==> config.mk <==
export PLATFORM = sky130hd
export DESIGN_NAME = step_clock_ctrl
export DESIGN_NICKNAME = d
export VERILOG_FILES = /design/src/rtl/step_clock_ctrl.sv
export SDC_FILE = /design/constraint.sdc
export NUM_CORES = 1
export LEC_CHECK = 0
export CELL_PAD_IN_SITES_DETAIL_PLACEMENT = 1
export CELL_PAD_IN_SITES_GLOBAL_PLACEMENT = 2
export CORE_MARGIN = 3
export CORE_UTILIZATION = 35
export DETAILED_ROUTE_END_ITERATION = 10
export DONT_BUFFER_PORTS = 1
export PLACE_DENSITY_LB_ADDON = 0.1
export SLEW_MARGIN = 20
export SYNTH_ARGS = -nofsm -noshare
export SYNTH_HDL_FRONTEND = slang
export SYNTH_SLANG_ARGS = --single-unit
==> constraint.sdc <==
create_clock -name Clock50M -period 3 [get_ports Clock50M]
set_clock_uncertainty 0.2 [all_clocks]
set_input_delay 0.6 -clock Clock50M [delete_from_list [all_inputs] [get_ports Clock50M]]
set_output_delay 0.6 -clock Clock50M [all_outputs]
set_load 0.03 [all_outputs]
==> src/rtl/step_clock_ctrl.sv <==
`timescale 1ns/1ps
// Step-clock controller: debounces the lab push-button and issues one-cycle
// ff_en pulses for single-step, counted burst or free-run stepping.
module step_clock_ctrl #(
   parameter int unsigned DEBOUNCE_CYCLES = 500000,
   parameter int unsigned RUN_DIV         = 25000000,
   parameter int unsigned BURST_W         = 4
) (
   input  logic               Clock50M,
   input  logic               reset_n,
   input  logic               btn_raw,
   input  logic [1:0]         mode,
   input  logic [BURST_W-1:0] burst_len,
   output logic               ff_en,
   output logic               busy,
   output logic [7:0]         step_count
);

   localparam int unsigned DB_W  = (DEBOUNCE_CYCLES > 1) ? $clog2(DEBOUNCE_CYCLES) : 1;
   localparam int unsigned DIV_W = (RUN_DIV > 1) ? $clog2(RUN_DIV) : 1;
   localparam logic [DB_W-1:0]  DB_MAX  = DB_W'(DEBOUNCE_CYCLES - 1);
   localparam logic [DIV_W-1:0] DIV_MAX = DIV_W'(RUN_DIV - 1);

   localparam logic [1:0] MODE_STEP  = 2'b00;
   localparam logic [1:0] MODE_BURST = 2'b01;
   localparam logic [1:0] MODE_RUN   = 2'b10;

   typedef enum logic [1:0] {IDLE, BURST, RUN} state_t;

   logic               r_sync1;
   logic               r_sync2;
   logic [DB_W-1:0]    r_db_cnt;
   logic               r_clean;
   logic               r_clean_d;
   logic               r_press;
   state_t             r_state;
   logic [DIV_W-1:0]   r_div;
   logic [BURST_W-1:0] r_remaining;
   logic               r_ff_en;
   logic               r_busy;
   logic [7:0]         r_step_count;

   logic               w_mismatch;
   logic [BURST_W-1:0] w_burst_rem;

   assign w_mismatch  = r_sync2 ^ r_clean;
   assign w_burst_rem = burst_len - BURST_W'(1);

   always_ff @(posedge Clock50M or negedge reset_n) begin
      if (!reset_n) begin
         r_sync1   <= 1'b0;
         r_sync2   <= 1'b0;
         r_db_cnt  <= '0;
         r_clean   <= 1'b0;
         r_clean_d <= 1'b0;
         r_press   <= 1'b0;
      end else begin
         r_sync1 <= btn_raw;
         r_sync2 <= r_sync1;
         if (!w_mismatch) begin
            r_db_cnt <= '0;
         end else if (r_db_cnt == DB_MAX) begin
            r_clean  <= r_sync2;
            r_db_cnt <= '0;
         end else begin
            r_db_cnt <= r_db_cnt + DB_W'(1);
         end
         r_clean_d <= r_clean;
         r_press   <= r_clean & ~r_clean_d;
      end
   end

   always_ff @(posedge Clock50M or negedge reset_n) begin
      if (!reset_n) begin
         r_state      <= IDLE;
         r_div        <= '0;
         r_remaining  <= '0;
         r_ff_en      <= 1'b0;
         r_busy       <= 1'b0;
         r_step_count <= '0;
      end else begin
         r_ff_en <= 1'b0;
         case (r_state)
            IDLE: begin
               r_busy <= 1'b0;
               if (r_press) begin
                  case (mode)
                     MODE_STEP: begin
                        r_ff_en      <= 1'b1;
                        r_step_count <= r_step_count + 8'd1;
                     end
                     MODE_BURST: begin
                        if (burst_len != '0) begin
                           r_ff_en      <= 1'b1;
                           r_step_count <= r_step_count + 8'd1;
                           r_remaining  <= w_burst_rem;
                           r_div        <= '0;
                           if (w_burst_rem != '0) begin
                              r_state <= BURST;
                              r_busy  <= 1'b1;
                           end
                        end
                     end
                     MODE_RUN: begin
                        r_state <= RUN;
                        r_div   <= '0;
                        r_busy  <= 1'b1;
                     end
                     default: ;
                  endcase
               end
            end
            BURST: begin
               if (mode != MODE_BURST) begin
                  r_state <= IDLE;
                  r_div   <= '0;
                  r_busy  <= 1'b0;
               end else if (r_div == DIV_MAX) begin
                  r_ff_en      <= 1'b1;
                  r_step_count <= r_step_count + 8'd1;
                  r_div        <= '0;
                  r_remaining  <= r_remaining - BURST_W'(1);
                  // busy is left high here so it drops the cycle after the last pulse
                  if (r_remaining == BURST_W'(1)) r_state <= IDLE;
               end else begin
                  r_div <= r_div + DIV_W'(1);
               end
            end
            RUN: begin
               if ((mode != MODE_RUN) || r_press) begin
                  r_state <= IDLE;
                  r_div   <= '0;
                  r_busy  <= 1'b0;
               end else if (r_div == DIV_MAX) begin
                  r_ff_en      <= 1'b1;
                  r_step_count <= r_step_count + 8'd1;
                  r_div        <= '0;
               end else begin
                  r_div <= r_div + DIV_W'(1);
               end
            end
            default: begin
               r_state <= IDLE;
               r_busy  <= 1'b0;
            end
         endcase
      end
   end

   assign ff_en      = r_ff_en;
   assign busy       = r_busy;
   assign step_count = r_step_count;

endmodule

Word-level counts from Yosys, hierarchy flattened
Cells that the tools add are included.
{ "classes": {"n_mux": 45, "bitwise_logic": 3, "reduce_logical": 13, "addsub": 5, "eq_ne": 23} }
{ "op_table": {"columns": ["op", "n"], "rows": [
  ["$mux W25", 5],
  ["$pmux W25 S3", 1],
  ["$pmux W25 S2", 1],
  ["$mux W8", 5],
  ["$mux W19", 2],
  ["$add A25 B1 Y25 const B", 1],
  ["$eq A25 B25 Y1 const B", 1],
  ["$pmux W8 S3", 1],
  ["$mux W4", 5],
  ["$add A19 B1 Y19 const B", 1],
  ["$eq A19 B19 Y1 const B", 1],
  ["$ne A2 B2 Y1 const B", 8],
  ["$pmux W8 S2", 1],
  ["$mux W2", 7],
  ["$ne A3 B3 Y1 const B", 4],
  ["$reduce_and A6 Y1", 2],
  ["$mux W1", 10],
  ["$add A8 B1 Y8 const B", 1],
  ["$pmux W4 S2", 1],
  ["$reduce_bool A4 Y1", 2],
  ["$sub A4 B1 Y4 const B", 2],
  ["$reduce_and A7 Y1", 1],
  ["$ne A3 B1 Y1 const B", 2],
  ["$pmux W1 S3", 2],
  ["other kinds (16)", 22]
]} }
{ "totals": {"elab_cells": 101, "register_bits": 65} }

Depth between registers and ports, before layout
{ "depth": {"word_depth": 7, "ltp_mapped": 9, "ltp_nobuf": 7} }

Worst setup path before layout
No wires, ideal clock.
{ "synth_path": {"path_type": "input to register", "start": "input port burst_len[1]", "end": "register r_remaining[1]", "t_arrival_ns": 2.151, "required_ns": 2.674, "path_buffers": 0, "slack_ns": 0.523, "cell_stages": 7, "path_cell_list": "inv_1 ha_1 or3b_2 a21oi_1 or4_1 o21ai_0 a221o_1"} }
{ "synth_between": {"elab_chain_cells": 5, "elab_cells_between_ends": 8, "cone_classes": "add/sub: 1; eq/ne: 1; mux: 4; reduce/logical: 2"} }
{ "synth_lines": {"columns": ["item", "line_no", "source"], "rows": [
  ["from (decl)", "13", "input logic [BURST_W-1:0] burst_len,"],
  ["$sub A4 B1 Y4", "47", "assign w_burst_rem = burst_len - BURST_W'(1);"],
  ["$mux W4", "93", "if (burst_len != '0) begin"],
  ["$mux W4", "87", "case (mode)"],
  ["$mux W4", "86", "if (r_press) begin"],
  ["$pmux W4 S2", "83", "case (r_state)"],
  ["to (signal assigned)", "96", "r_remaining <= w_burst_rem;"],
  ["to (signal assigned)", "122", "r_remaining <= r_remaining - BURST_W'(1);"],
  ["to (decl)", "38", "logic [BURST_W-1:0] r_remaining;"]
]} }
Parallel ways exist; a longest one is shown, timed or not. The select of a mux whose other input is x is not followed.
A chain may end at the register's enable or synchronous reset.

Final worst setup path
{ "layout_path": {"start": "register r_div[0]", "end": "register r_step_count[1], in the netlist step_count[1]"} }
{ "layout_between": {"elab_chain_cells": 4, "elab_cells_between_ends": 5, "cone_classes": "eq/ne: 1; mux: 4"} }
{ "layout_lines": {"columns": ["item", "line_no", "source"], "rows": [
  ["from (decl)", "37", "logic [DIV_W-1:0] r_div;"],
  ["from (signal assigned)", "126", "r_div <= r_div + DIV_W'(1);"],
  ["from (signal assigned)", "139", "r_div <= r_div + DIV_W'(1);"],
  ["$eq A25 B25 Y1 *", "118, 134", null],
  ["$mux W8 *", null, null],
  ["$mux W8 (on tied branches)", null, null],
  ["$pmux W8 S3 *", null, null],
  ["to (signal assigned)", "95", "r_step_count <= r_step_count + 8'd1;"],
  ["to (signal assigned)", "120", "r_step_count <= r_step_count + 8'd1;"],
  ["to (signal assigned)", "136", "r_step_count <= r_step_count + 8'd1;"],
  ["to (decl)", "41", "logic [7:0] r_step_count;"]
]} }
Mark *: on every way between the ends. The rest lies on a longest branch, timed or not. The select of a mux whose other input is x is not followed.

==> flow_metrics.tcl <==
set metrics [dict create \
    grt_pass1_wl_um 15300 \
    final_cell_count_no_fill 538 \
    required_ps 3030 \
    synth_edf_count 0 \
    firstDrtPassIters 4 \
    setup_violations 0 \
    rsz0062_at_grt "false" \
    ir_worst_vdd_mv 0.246 \
    drc 0 \
    power_density_nw_per_um2 416 \
    crit_chain "ha_1 -> and4_1 -> nand4_1 -> o21a_1 -> buf_4 -> nor2_1 -> mux2_2" \
    crit_type "reg -> reg" \
    synth_seq_cells 65 \
    port_buffers 0 \
    clk_latency_ps 340 \
    grt_pass1_vias 3050 \
    final.setup.tns_ps 0 \
    drt_iter0_drc 107 \
    layout_commonest_cell "dfrtp_1" \
    yosys_warnings 0 \
    outcome "complete, no violations" \
    power_leakage_nw 1.79 \
    fmax_ghz 0.390 \
    fin_util_pct 41.1 \
    hpwl_um 6130 \
    post_cts_buffers 0 \
    async_flop_share_pct 100 \
    finalHoldViolations 0 \
    area_growth_pct 11.2 \
    grtUsageTotal_pct 16.3 \
    die_h_um 109 \
    n_fill_cell 1145 \
    antenna_cells 0 \
    slew_viol_final 0 \
    period_needed_ps 2560 \
    critPathLaunchType "flop" \
    cts-root-buf "clkbuf_8" \
    synthCells 390 \
    worst-slew-pin-transition_ps 592 \
    vias 2886 \
    die_w_um 109 \
    wirelength_um 8720 \
    syn_area_per_cell_um2 9.52 \
    clock-sinks 65 \
    cp-end-kind "flop" \
    coreArea_um2 10000 \
    ys_seq_area_share_pct 43.8 \
    fp.dieArea_um2 11900 \
    grt_max_degree 66 \
    clk_pin_slew_ps 80 \
    routabilityCongestion 0.749 \
    period_share_pct 85.4 \
    cap_violations 0 \
    numCtsBuffers 9 \
    dp_cells 520 \
    critical_path_arrival_ps 2590 \
    critPathMaxStageDelay_ps 390 \
    relSlewSlack_pct 60.4 \
    postRouteAntennaNets 0 \
    syn_area_um2 3710 \
    row_count 36 \
    start_util_pct 36.9 \
    cpMaxStageDelayCell "dfrtp_1" \
    cts_tree "built" \
    cp_max_fo 8 \
    ys_types 57 \
    antenna_found_initial 0 \
    drive_gt1_share_pct 10.6 \
    drt-vias-per-instance 5.36 \
    fin_nets 423 \
    clockBufferDepth 2 \
    wl_per_cell_um 16.2 \
    hold_class "in -> reg" \
    io-pin-count 19 \
    cts_max_level 3 \
    grt_remaining_overflow 0 \
    layout_common_cells "dfrtp_1, nor2_1, nand2_1" \
    syn_nets 413 \
    synth_ff_type "dfrtp_1" \
]
where the power goes:
group	internal, W	switching, W	total, W
Sequential	0.000880	0.00000472	0.000885
Combinational	0.0000189	0.0000392	0.0000581
Clock	0.000408	0.000367	0.000775
Total	0.00131	0.000411	0.00172
critical path: cells and delay by family (launching register included):
family	cells	cell delay, ps
simple gates	3	730
flops	1	390
mux	1	350
compound gates	1	340
fa+ha+maj	1	260
buf+inv	1	180
cells in the mapped netlist, types with 2 or more instances:
| master | n | share of area [%] |
|---|---|---|
| ha_1 | 14 | 4.7 |
| o21ai_0 | 14 | 1.9 |
| nor3_1 | 16 | 2.2 |
| nand2_1 | 30 | 3.0 |
| nor2_1 | 53 | 5.4 |
| nor4_1 | 7 | 1.2 |
| buf_2 | 4 | 0.54 |
| nor4b_2 | 2 | 0.81 |
| o221ai_1 | 2 | 0.47 |
| nand3_1 | 23 | 3.1 |
| or3_1 | 3 | 0.51 |
| o21bai_1 | 2 | 0.40 |
| xnor2_1 | 14 | 3.3 |
| inv_1 | 16 | 1.6 |
| a21o_1 | 2 | 0.40 |
| xor2_1 | 27 | 6.4 |
| nand4_1 | 14 | 2.4 |
| or4_1 | 3 | 0.61 |
| o21a_1 | 3 | 0.61 |
| nand2b_1 | 3 | 0.51 |
| mux2_2 | 3 | 0.91 |
| nor4_2 | 4 | 1.3 |
| and3_1 | 8 | 1.3 |
| a21oi_1 | 6 | 0.81 |
| a31o_2 | 2 | 0.47 |
| a22o_1 | 6 | 1.4 |
| mux2i_1 | 3 | 0.81 |
| dfrtp_1 | 65 | 44 |
| clkbuf_1 | 6 | 0.61 |
| nor2b_1 | 6 | 1.0 |
| and4_1 | 3 | 0.71 |
per-stage QoR:
| stage | total power [W] | hold WS [ps] | cell area, um2 | setup WS [ps] |
|---|---|---|---|---|
| floorplan | 0.000929 | 104 | 3710 | 523 |
| global placement | 0.000938 | 106 | 3880 | 384 |
| detailed placement | 0.000938 | 106 | 3880 | 328 |
| CTS | 0.00175 | 52.4 | 4130 | 401 |
| global route | 0.00180 | 43.1 | 4130 | 168 |
| finish | 0.00172 | 79.2 | 4130 | 439 |
final timing paths:
| kind | endpoint | slack [ps] | start | cells past startpoint |
|---|---|---|---|---|
| max | step_count[1] | 440 | r_div[0] | 7 |
| min | r_sync1 | 80 | btn_raw | 0 |
| max reg2reg | step_count[1] | 440 | r_div[0] | 7 |
| min reg2reg | r_sync2 | 160 | r_sync1 | 0 |
| max in group asynchronous | r_div[21] | 1720 | reset_n | 2 |
| min in group asynchronous | r_remaining[0] | 610 | reset_n | 2 |
repair_timing:
item | in CTS | in global routing
hold endpoints to repair | 65 | 0
hold buffers | 2 | 0
gates resized for setup | 0 | 0
registers in the layout (all words and copies together), names as in the netlist:
signal	count
r_div	25
r_db_cnt	19
step_count	8
r_remaining	4
r_state	2
busy	1
ff_en	1
r_clean	1
r_clean_d	1
r_press	1
r_sync1	1
r_sync2	1
cells by family (layout without fill, tap and decap cells):
logic type	after synthesis	count (layout)	synth area share [%]
AO/OA/AOI/OAI	51	51	10.0
XOR/XNOR	41	41	9.68
adder cells (fa/ha/maj)	14	14	4.72
buffers and inverters	27	42	3.07
flip-flops	65	65	43.8
multiplexers	6	6	1.72
AND/OR/NAND/NOR	186	186	27.0
cell type report:
type / count / area (um2) / area share [%]
well taps: 133 / 166 / 4.03
repair buffers: 10 / 97.6 / 2.37
inverters: 16 / 60.1 / 1.46
clock inverters: 6 / 66.3 / 1.61
multi-input cells: 298 / 1970 / 47.8
clock buffers: 10 / 138 / 3.34
flip-flops and latches: 65 / 1630 / 39.4
layer usage:
metal | track usage (%) | vias up | wire [um] | share of wire, %
met4 | 5.32 | 0 | 108 | 1.2
li1 | - | 1405 | - | -
met2 | 26.6 | 24 | 4290 | 49
met5 | 0 | - | 0 | 0
met1 | 21.5 | 1447 | 4120 | 47
met3 | 3.67 | 10 | 204 | 2.3
No activity file was read; power rests on OpenSTA's default activity.
